### src/rtl/fpu_exp_pkg.sv
// Shared exponent-path types and constants for the rounder and exception unit.
// Alpha is the IEEE trap-wrap bias 3*2^(W-2) for a W-bit exponent format.
package fpu_exp_pkg;

   localparam int EMIN  = 1;
   localparam int EMIN1 = 2;

   typedef enum logic [1:0] {
      NONE,
      OVFW,
      UNFW,
      CLAMP
   } norm_mode_e;

   function automatic int alpha(input int width);
      return 3 << (width - 2);
   endfunction

endpackage

### src/rtl/expnorm_mode_sel.sv
// Priority encoder from trap/tiny flags to the exponent adjustment mode.
// Purely combinational; no latency, no backpressure.
module expnorm_mode_sel
   import fpu_exp_pkg::*;
(
   input  logic       tiny,
   input  logic       unf_en,
   input  logic       ovf_en,
   input  logic       ovf1,
   output norm_mode_e mode
);

   always_comb begin
      mode = NONE;
      if (tiny && !unf_en) begin
         mode = CLAMP;
      end else if (tiny) begin
         mode = UNFW;
      end else if (ovf_en && ovf1) begin
         mode = OVFW;
      end
   end

endmodule

### src/rtl/expnorm_pipe.sv
// Exponent normaliser en = er - lz (+/- trap alpha, or emin clamp); 2-cycle latency.
// Valid/ready: both stages hold while out_valid & !out_ready; in_ready = !out_valid | out_ready.
module expnorm_pipe
   import fpu_exp_pkg::*;
#(
   parameter int EW   = 11,
   parameter int SEW  = 8,
   parameter int LZW  = 6,
   parameter int TAGW = 4
) (
   input  logic            clk,
   input  logic            rst,
   input  logic            in_valid,
   output logic            in_ready,
   input  logic [EW+1:0]   er,
   input  logic [LZW-1:0]  lz,
   input  logic            db,
   input  logic            ovf_en,
   input  logic            ovf1,
   input  logic            unf_en,
   input  logic            tiny,
   input  logic [TAGW-1:0] in_tag,
   output logic            out_valid,
   input  logic            out_ready,
   output logic [EW-1:0]   en,
   output logic [EW-1:0]   eni,
   output logic [TAGW-1:0] out_tag,
   output logic            wrapped
);

   localparam int DW = EW + 3;
   localparam logic [DW-1:0] ALPHA_W = DW'(alpha(EW));
   localparam logic [DW-1:0] ALPHA_N = DW'(alpha(SEW));

   logic            adv;
   norm_mode_e      mode_in;
   logic [DW-1:0]   d_in;

   logic            s1_v_q, s1_v_d;
   logic [DW-1:0]   d_q, d_d;
   norm_mode_e      mode_q, mode_d;
   logic [TAGW-1:0] tag1_q, tag1_d;
   logic            db_q, db_d;

   logic            out_valid_q, out_valid_d;
   logic [EW-1:0]   en_q, en_d;
   logic [EW-1:0]   eni_q, eni_d;
   logic [TAGW-1:0] out_tag_q, out_tag_d;
   logic            wrapped_q, wrapped_d;

   logic [DW-1:0]   alpha_sel;
   logic [DW-1:0]   e;
   logic [DW-1:0]   e1;
   logic            unused_hi;

   expnorm_mode_sel u_mode_sel (
      .tiny   (tiny),
      .unf_en (unf_en),
      .ovf_en (ovf_en),
      .ovf1   (ovf1),
      .mode   (mode_in)
   );

   assign adv      = !out_valid_q || out_ready;
   assign d_in     = {er[EW+1], er} - {{(DW-LZW){1'b0}}, lz};

   // Stage-2 arithmetic is done at full width; only the low EW bits are kept (modulo wrap).
   always_comb begin
      alpha_sel = db_q ? ALPHA_W : ALPHA_N;
      case (mode_q)
         UNFW:    e = d_q + alpha_sel;
         OVFW:    e = d_q - alpha_sel;
         default: e = d_q;
      endcase
      e1 = e + DW'(1);
   end

   assign unused_hi = ^{e[DW-1:EW], e1[DW-1:EW]};

   always_comb begin
      s1_v_d      = s1_v_q;
      d_d         = d_q;
      mode_d      = mode_q;
      tag1_d      = tag1_q;
      db_d        = db_q;
      out_valid_d = out_valid_q;
      en_d        = en_q;
      eni_d       = eni_q;
      out_tag_d   = out_tag_q;
      wrapped_d   = wrapped_q;
      if (adv) begin
         s1_v_d = in_valid;
         if (in_valid) begin
            d_d    = d_in;
            mode_d = mode_in;
            tag1_d = in_tag;
            db_d   = db;
         end
         out_valid_d = s1_v_q;
         out_tag_d   = tag1_q;
         wrapped_d   = (mode_q == UNFW) || (mode_q == OVFW);
         if (mode_q == CLAMP) begin
            en_d  = EW'(EMIN);
            eni_d = EW'(EMIN1);
         end else begin
            en_d  = e[EW-1:0];
            eni_d = e1[EW-1:0];
         end
      end
   end

   always_ff @(posedge clk or posedge rst) begin
      if (rst) begin
         s1_v_q      <= 1'b0;
         d_q         <= '0;
         mode_q      <= NONE;
         tag1_q      <= '0;
         db_q        <= 1'b0;
         out_valid_q <= 1'b0;
         en_q        <= '0;
         eni_q       <= '0;
         out_tag_q   <= '0;
         wrapped_q   <= 1'b0;
      end else begin
         s1_v_q      <= s1_v_d;
         d_q         <= d_d;
         mode_q      <= mode_d;
         tag1_q      <= tag1_d;
         db_q        <= db_d;
         out_valid_q <= out_valid_d;
         en_q        <= en_d;
         eni_q       <= eni_d;
         out_tag_q   <= out_tag_d;
         wrapped_q   <= wrapped_d;
      end
   end

   assign in_ready  = adv;
   assign out_valid = out_valid_q;
   assign en        = en_q;
   assign eni       = eni_q;
   assign out_tag   = out_tag_q;
   assign wrapped   = wrapped_q;

endmodule

### config.mk
export PLATFORM = sky130hd
export DESIGN_NAME = expnorm_pipe
export DESIGN_NICKNAME = d
export VERILOG_FILES = /design/src/rtl/fpu_exp_pkg.sv /design/src/rtl/expnorm_mode_sel.sv /design/src/rtl/expnorm_pipe.sv
export SDC_FILE = /design/constraint.sdc
export NUM_CORES = 1
export LEC_CHECK = 0
export CAP_MARGIN = 20
export CORE_ASPECT_RATIO = 0.7
export CORE_MARGIN = 8
export CORE_UTILIZATION = 64
export CTS_BUF_LIST = sky130_fd_sc_hd__clkbuf_4 sky130_fd_sc_hd__clkbuf_8
export DETAILED_ROUTE_END_ITERATION = 10
export DONT_BUFFER_PORTS = 1
export GPL_TIMING_DRIVEN = 0
export PLACE_DENSITY = 0.89
export SYNTH_ARGS = -nofsm -noshare
export SYNTH_HDL_FRONTEND = slang
export SYNTH_SLANG_ARGS = --single-unit
### constraint.sdc
create_clock -name clk -period 2.95 [get_ports clk]
set_input_delay 0.7375 -clock clk [delete_from_list [all_inputs] [get_ports clk]]
set_output_delay 0.7375 -clock clk [all_outputs]
set_load 0.02 [all_outputs]
Word level (Yosys, flattened, before mapping)
Cells that the tools add are included.

Register bits after elaboration: 47. Bits in latches: 0. RAM bits: 0. Bits in read-only memories: 0. Input port bits: 32. Output and inout bits: 29. Memories: 0.

Add/sub/neg operators: 4. $mul: 0. Divide/modulo/power cells: 0. $lt $le $gt $ge: 0. Eq/ne operators: 3. Shift operators: 0. Muxes and demuxes: 7. Bitwise operators: 0. Reduce and logical (&&, ||, !) cells: 7.

Operators by type and width (number): 2-to-1 mux 11 bit (3); case mux 11 bit (2 select lines) (1); adder 11 x 1 -> 11 bit (second input constant) (1); adder 11 bit (1); subtractor 11 bit (1); subtractor 11 x 7 -> 11 bit (1); equality test 2 bit (second input constant) (2); 2-to-1 mux 2 bit (2); equality test 2 x 1 -> 1 bit (second input constant) (1); logical AND 1 bit (2); zero test 1 bit (2); logical OR 1 bit (2); AND reduction 2 bit (1); 2-to-1 mux 1 bit (1).

Longest topological paths before layout
Gate-level depths: netlist of the first run.

Word-level depth: 5. Mapped depth: 12. Gate-level depth less buffers: 12.

Cells and area by module
From an unflattened synthesis of the first run, not the netlist that was laid out.

Cells, all modules: 285. Area total of the unflattened synthesis: 2623.8 um^2.

Modules (own cells, without submodules): expnorm_pipe (times used 1, cells an instance 282, area an instance 2606.2 um^2, seq. area each 1176.1 um^2); expnorm_mode_sel (times used 1, cells an instance 3, area an instance 17.5 um^2, seq. area each 0.0 um^2).

Worst setup path after synthesis of the first run
OpenSTA, ideal clock, no wires.

Path kind: input -> register. From: input port er[0]. To: register d_q[10]. Data arrival time: 2.270 ns. Required time: 2.868 ns. Slack: 0.598 ns. Stages on the path: 9. Path through: inv_1 -> ha_1 -> fa_1 -> nor2b_1 -> o21ai_2 -> a21boi_1 -> o21a_1 -> or4_1 -> a31oi_1.

Word-level cells in the longest chain between the ends: 1.

Ends and longest elaborated chain: start: declaration (line expnorm_pipe.sv:15) `input logic [EW+1:0] er,`; subtractor 11 x 7 -> 11 bit (line expnorm_pipe.sv:65) `assign d_in = {er[EW+1], er} - {{(DW-LZW){1'b0}}, lz};`; end signal: assignment (line expnorm_pipe.sv:115) `d_q <= '0;`; end signal: assignment (line expnorm_pipe.sv:126) `d_q <= d_d;`; end: declaration (line expnorm_pipe.sv:40) `logic [DW-1:0] d_q, d_d;`.

No other way between the ends. A chain may end at the register's enable or synchronous reset.

Worst setup path in the final report of the first run
From: register mode_q[0]. To: register eni_q[10] (netlist: eni[10]).

Word-level cells in the longest chain between the ends: 4. Elaborated cells between the ends (all ways): 6. Those cells by class: add/sub (1); eq/ne (3); mux (2).

Ends and longest elaborated chain: start: declaration (line expnorm_pipe.sv:41) `norm_mode_e mode_q, mode_d;`; start signal: assignment (line expnorm_pipe.sv:127) `mode_q <= mode_d;`; equality test 2 x 1 -> 1 bit / equality test 2 bit (equally long branches) (line expnorm_pipe.sv:70) `case (mode_q)`; case mux 11 bit (2 select lines) (line expnorm_pipe.sv:70); adder 11 x 1 -> 11 bit (line expnorm_pipe.sv:75) `e1 = e + DW'(1);`; 2-to-1 mux 11 bit * (line expnorm_pipe.sv:102) `if (mode_q == CLAMP) begin`; end signal: assignment (line expnorm_pipe.sv:132) `eni_q <= eni_d;`; end: declaration (line expnorm_pipe.sv:47) `logic [EW-1:0] eni_q, eni_d;`.

Every way passes the cells marked *; elsewhere a longest branch is shown, timed or not.

==> summary.txt, run 1 <==
Status -> complete, no violations
Setup TNS -> 0 ps
Max Slew Vio Count -> 0
CTS HTree Levels -> 2
Worst skew pair latency -> 300 ps
Min Tclk post-route -> 2700 ps
Placed insts -> 333
Maximum vdd drop -> 0.382 mV
Total number of vias -> 1976
Leading area contributor after synthesis -> dfrtp_1
Total wire length -> 5650 um
Worst endpoint required time -> 3140 ps
Slew Limit Headroom -> 0.573
FFs w/ async S/R, synth -> 1.00
Vias in the first global route -> 2004
R2R depth -> 11
CP peak stage delay -> 530 ps
Final setup fails -> 0
Hold_ws -> 223 ps
Root Driver -> clkbuf_8
CP most frequent cell -> ha_1
Worst path bufs/invs -> 2
Clk sinks -> 47
Fmax -> 371 MHz
TritonRoute pass-1 iters -> 4
Antenna cells -> 0
Top area cells in the synthesized netlist -> dfrtp_1 (45%), nand2_1 (8.7%), ha_1 (7.2%)
Setup WS pre-CTS -> 287 ps
Final hold violations -> 0
Remaining global-route overflow -> 0
#FFs+latches synth -> 47
First-pass GRT wire length -> 9420 um
Slew @ Worst Pin -> 641 ps
LEAKAGE -> 1.30 nW
Routability cong. -> 0.807
Hold_buf cts -> 0
Seq/Total Area, Yosys -> 0.454
Reg2reg setup slack -> 250 ps
CTS clk-pin slew, worst paths -> 80 ps
Avg Cell Area, Syn -> 9.25 um^2
Met2 WL -> 2490 um
Total CTS buffers -> 5
Storage cell area -> 1180 um^2
Layout cells sized above 1 -> 0.0692
Arrival time at the worst endpoint -> 2880 ps
Core area -> 3900 um^2
Ys flop type -> dfrtp_1
Cell area after synthesis -> 2590 um^2
Vias per cell -> 5.79
Initial antenna violation count -> 0
Buffers on Ports -> 0
Cells after Synth -> 280
Total Power -> 2.26 mW
DP Area -> 2680 um^2
Die area -> 6370 um^2
Post-detail-place hpwl -> 4360 um
Antenna Violating Nets Remaining -> 0
Fin nets -> 336
Fin util -> 0.717
Layout Skew -> 4.41 ps
Slowest stage cell, crit path -> a221oi_1
CTS tree -> built
Die X -> 92.1 um
Crit-path cells -> ha_1 -> inv_1 -> ha_1 -> inv_1 -> ha_1 -> a21oi_1 -> nand2_1 -> a221oi_1 -> nor3b_2 -> xor2_1 -> o21ai_1
Number of flops mapped to enable cells by yosys -> 0
Worst r2r src -> mode_q[0]
GRT Total Usage -> 0.181
Post-CTS resize count -> 0
Starting density of the core -> 0.665
Top routing layer used -> met4
HP Class -> primary input to async pin
PwrDens -> 810 nW/um^2
Die height -> 69.2 um
Maxcap violations -> 0
Fin cells -> 341
Cell family with most CP delay -> compound AO/OA/AOI/OAI gates
Routed WL per cell -> 16.6 um
I/O Pins -> 61
CTS Buffer Depth -> 2
Post-synthesis cell type count -> 47
Leading cell type in the layout, fill and taps excluded -> nand2_1
Max FO, Critical Path -> 5
CP Capture Point -> eni[10]
Crit end category -> flip-flop
WL met1 -> 2580 um
Startpoint types -> flip-flop
Fin crit share -> 0.914
Critical path depth -> 11
Top-area cell type share of the netlist area -> 0.454
Met3 routed WL -> 511 um
Area occupied by multi-input gates -> 1290 um^2
RSZ-0062 raised after global routing -> no
Commonest cells after routing, fill and taps aside -> nand2_1 (60), dfrtp_1 (47), o21ai_0 (25), inv_1 (18), ha_1 (15)
Final WS setup -> 255 ps
Post-CTS setup buffers -> 0
Yosys warning count -> 0
Drt drc -> 0
Design area -> 2790 um^2
Std cell rows -> 19
CP Class -> flip-flop to flip-flop
FILL cells -> 298
Setup crit start -> mode_q[0]
Layout area overhead -> 7.82%
Syn Nets -> 328
Largest net degree at the start of global routing -> 40
1st-iter DRT viols -> 139
R2R Path End -> eni[10]
worst min path at each step:
stage                 from         to  slack (ps)  cells past startpoint
floorplan           s1_v_q  out_valid         430                      1
global placement    s1_v_q  out_valid         440                      1
detailed placement  s1_v_q  out_valid         460                      1
CTS                    rst     eni[3]         220                      1
global route           rst     eni[3]         230                      1
finish                 rst    eni[10]         220                      1
routing by layer:
metal | vias up | global-route usage
met5 | - | 0
met4 | 0 | 0.0623
met3 | 8 | 0.0670
met2 | 61 | 0.282
met1 | 931 | 0.225
li1 | 976 | -
cell type report:
type	count	area share
plain buffers	11	0.0175
clock buffers	6	0.0296
clock inverters	2	0.0125
inverters	19	0.0255
multi-input cells	203	0.464
flip-flops and latches	47	0.421
well taps	52	0.0233
repair buffers	1	0.00717
cells in the mapped netlist, types with 2 or more instances:
cell and count:
xor2_1 5, o21ai_2 3, o21ai_0 25, inv_1 19
nand3_1 4, and2_1 2, and3_1 2, a21oi_1 5
nor3b_1 2, o211ai_1 2, or3_1 3, ha_1 15
clkbuf_1 10, o21a_1 4, dfrtp_1 47, nor2_1 13
a31oi_1 4, a22o_1 3, xnor2_1 6, nor3_1 2
o31ai_1 6, nor2b_1 4, nand2b_1 7, or4_1 4
a21o_1 2, nand2_1 60
where the power goes:
part	total [mW]	internal [mW]	leakage, nW	switching [mW]
sequential	1.15	0.823	0.571	0.326
clock	0.483	0.274	0.0612	0.209
combinational	0.631	0.274	0.667	0.357
total	2.26	1.37	1.30	0.892
sequential cells by signal (all words and copies together) (netlist names):
register / cells
wrapped: 1
en: 11
out_tag: 4
tag1_q: 4
db_q: 1
d_q: 11
s1_v_q: 1
out_valid: 1
eni: 11
mode_q: 2
worst reg2reg max path: stages, from the launching register on:
cell and delay (ps):
dfrtp_1 430, ha_1 220, inv_1 60, ha_1 140, inv_1 40, ha_1 330
a21oi_1 220, nand2_1 100, a221oi_1 530, nor3b_2 300, xor2_1 160, o21ai_1 70
logic make-up (layout without fill, tap and decap cells):
logic type,after synthesis,after routing,synth area share
xor gates and xnor gates,11,11,0.0372
DFF,47,47,0.454
buffers and inverters,30,39,0.0464
adders and majority gates,16,16,0.0802
and+or+nand+nor,109,109,0.200
AOI/OAI and AO/OA,66,66,0.176
muxes,1,1,0.00579
Note: power is estimated with default switching activity, not from simulation.
==> inputs of run 2 (changes only) <==
==> constraint.sdc (replaced) <==
create_clock -name clk -period 3.45 [get_ports clk]
set_input_delay 0.8625 -clock clk [delete_from_list [all_inputs] [get_ports clk]]
set_output_delay 0.8625 -clock clk [all_outputs]
set_load 0.02 [all_outputs]
==> results of run 2 <==
Same layout as run 1 (identical final DEF). Status: complete, no violations.
Among the figures that moved: setup slack after placement 287 ps -> 787 ps; setup slack after layout 255 ps -> 755 ps; hold slack 223 ps -> 348 ps; register-to-register setup slack 250 ps -> 750 ps; total power 2.26 mW -> 1.94 mW; worst IR drop on VDD 0.382 mV -> 0.327 mV
==> inputs of run 3 (changes only) <==
==> constraint.sdc (replaced) <==
create_clock -name clk -period 2.7 [get_ports clk]
set_input_delay 0.675 -clock clk [delete_from_list [all_inputs] [get_ports clk]]
set_output_delay 0.675 -clock clk [all_outputs]
set_load 0.02 [all_outputs]
==> run 3 against run 2 <==
Combinational power rose by 29%. Maximum frequency is 5.7% higher. Sequential share of layout area is 0.094 points lower. Design area grew 0.22%. Sequential power increased by 28%. Count of clock-buffer cells in the layout unchanged. Clock skew about the same. Largest cell class unchanged.
==> summary.txt, run 3 (synthesis gave the netlist of run 1 again) <==
Worst r2r src -> mode_q[0]
Routed WL per cell -> 16.6 um (about the same)
Worst skew pair latency -> 290 ps (about the same)
Die X -> 92.1 um (unchanged)
Antenna Violating Nets Remaining -> 0 (unchanged)
CP most frequent cell -> ha_1
Critical path depth -> 11 (unchanged)
DP Area -> 2680 um^2 (unchanged)
Setup crit start -> mode_q[0]
Worst path bufs/invs -> 2 (unchanged)
Fin crit share -> 0.944
Worst endpoint required time -> 2880 ps
Max FO, Critical Path -> 5 (unchanged)
Design area -> 2800 um^2 (+0.22%)
CTS clk-pin slew, worst paths -> 80 ps (about the same)
Crit end category -> flip-flop
CTS Buffer Depth -> 2 (unchanged)
Die area -> 6370 um^2 (unchanged)
TritonRoute pass-1 iters -> 4 (unchanged)
Drt drc -> 0 (unchanged)
Min Tclk post-route -> 2550 ps (-146 ps)
GRT Total Usage -> 0.181 (unchanged)
HP Class -> primary input to async pin
Startpoint types -> flip-flop
Buffers on Ports -> 0 (unchanged)
CTS tree -> built
Post-CTS resize count -> 1 (+1)
Core area -> 3900 um^2 (unchanged)
Routability cong. -> 0.807 (unchanged)
LEAKAGE -> 1.30 nW (+0.12%)
Root Driver -> clkbuf_8
Remaining global-route overflow -> 0 (unchanged)
Slew Limit Headroom -> 0.577 (+0.00416)
Status -> complete, no violations
1st-iter DRT viols -> 105 (-24%)
Clk sinks -> 47 (unchanged)
Final setup fails -> 0 (unchanged)
Die height -> 69.2 um (unchanged)
Crit-path cells -> ha_1 -> inv_1 -> ha_1 -> inv_1 -> ha_1 -> a21oi_1 -> nand2_1 -> a221oi_2 -> nor3b_2 -> xor2_1 -> o21ai_1
Total CTS buffers -> 5 (unchanged)
Layout cells sized above 1 -> 0.0727 (+0.00346)
CTS HTree Levels -> 2 (unchanged)
Fin util -> 0.718 (+0.00160)
Post-detail-place hpwl -> 4360 um (unchanged)
Slew @ Worst Pin -> 634 ps (-6.24 ps)
Total Power -> 2.48 mW
Layout Skew -> 4.78 ps (+0.372 ps)
Arrival time at the worst endpoint -> 2730 ps (-150 ps)
Leading cell type in the layout, fill and taps excluded -> nand2_1
Slowest stage cell, crit path -> dfrtp_1
First-pass GRT wire length -> 9430 um (about the same)
Hold_buf cts -> 0 (unchanged)
Layout area overhead -> 8.06%
Cell family with most CP delay -> adder cells
I/O Pins -> 61 (unchanged)
R2R depth -> 11 (unchanged)
Largest net degree at the start of global routing -> 40 (unchanged)
Max Slew Vio Count -> 0 (unchanged)
Initial antenna violation count -> 0 (unchanged)
PwrDens -> 885 nW/um^2
Final hold violations -> 0 (unchanged)
Commonest cells after routing, fill and taps aside -> nand2_1 (60), dfrtp_1 (47), o21ai_0 (25), inv_1 (18), ha_1 (15)
Total wire length -> 5660 um (about the same)
Vias per cell -> 5.81 (+0.20%)
Vias in the first global route -> 2006 (+0.10%)
Maximum vdd drop -> 0.418 mV
Total number of vias -> 1980 (+0.20%)
Starting density of the core -> 0.665 (unchanged)
Maxcap violations -> 0 (unchanged)
Antenna cells -> 0 (unchanged)
Setup TNS -> 0 ps (unchanged)
CP Class -> flip-flop to flip-flop
Post-CTS setup buffers -> 0 (unchanged)
FILL cells -> 297 (-0.34%)
RSZ-0062 raised after global routing -> no
Fmax -> 392 MHz (+5.7%)
Fin nets -> 336 (unchanged)
Std cell rows -> 19 (unchanged)
CP peak stage delay -> 430 ps (-100 ps)
## run 3: cell counts in the layout (fill, tap and decap cells not counted)
No cell type changed its count.
## run 3: final cells by class
class | count | area, um^2 | area share
multi-input combinational | 203 | 1300 | 0.465
sequential | 47 | 1180 | 0.420
buffer | 11 | 48.8 | 0.0174
tap | 52 | 65.1 | 0.0232
inverter | 19 | 71.3 | 0.0255
timing repair buffer | 1 | 20.0 | 0.00715
clock inverter | 2 | 35.0 | 0.0125
clock buffer | 6 | 82.6 | 0.0295
## run 3: worst register-to-register path: stages, from the launching register on
cell	delay [ps]
dfrtp_1	430
ha_1	220
inv_1	60
ha_1	140
inv_1	40
ha_1	330
a21oi_1	220
nand2_1	110
a221oi_2	400
nor3b_2	270
xor2_1	160
o21ai_1	70
## run 3: path summary, 6_finish.rpt
check                                  to  slack, ps
worst max-delay path              eni[10]        150
max in group asynchronous          d_q[7]       2090
worst max register to register    eni[10]        150
worst min-delay path              eni[10]        160
worst min register to register  out_valid        470
min in group clk                out_valid        470
## run 3: power by group
part / leakage (nW) / switching, mW / total (mW) / internal, mW
clock: 0.0612 / 0.226 / 0.526 / 0.300
combinational: 0.668 / 0.395 / 0.698 / 0.303
sequential: 0.571 / 0.356 / 1.26 / 0.899
## run 3: layer usage
layer / wire length, um / part of all wire / global-route usage
met5: 0 / 0 / 0
met3: 530 / 0.094 / 0.0670
met2: 2490 / 0.44 / 0.282
met1: 2560 / 0.45 / 0.225
met4: 69 / 0.012 / 0.0623
## run 3: per-stage QoR
stage               cells  worst slack (ps)  hold WS, ps
floorplan             280               409          435
global placement      332               108          440
detailed placement    333              36.8          455
CTS                   341               170          162
global route          341              33.9          163
finish                341               151          162
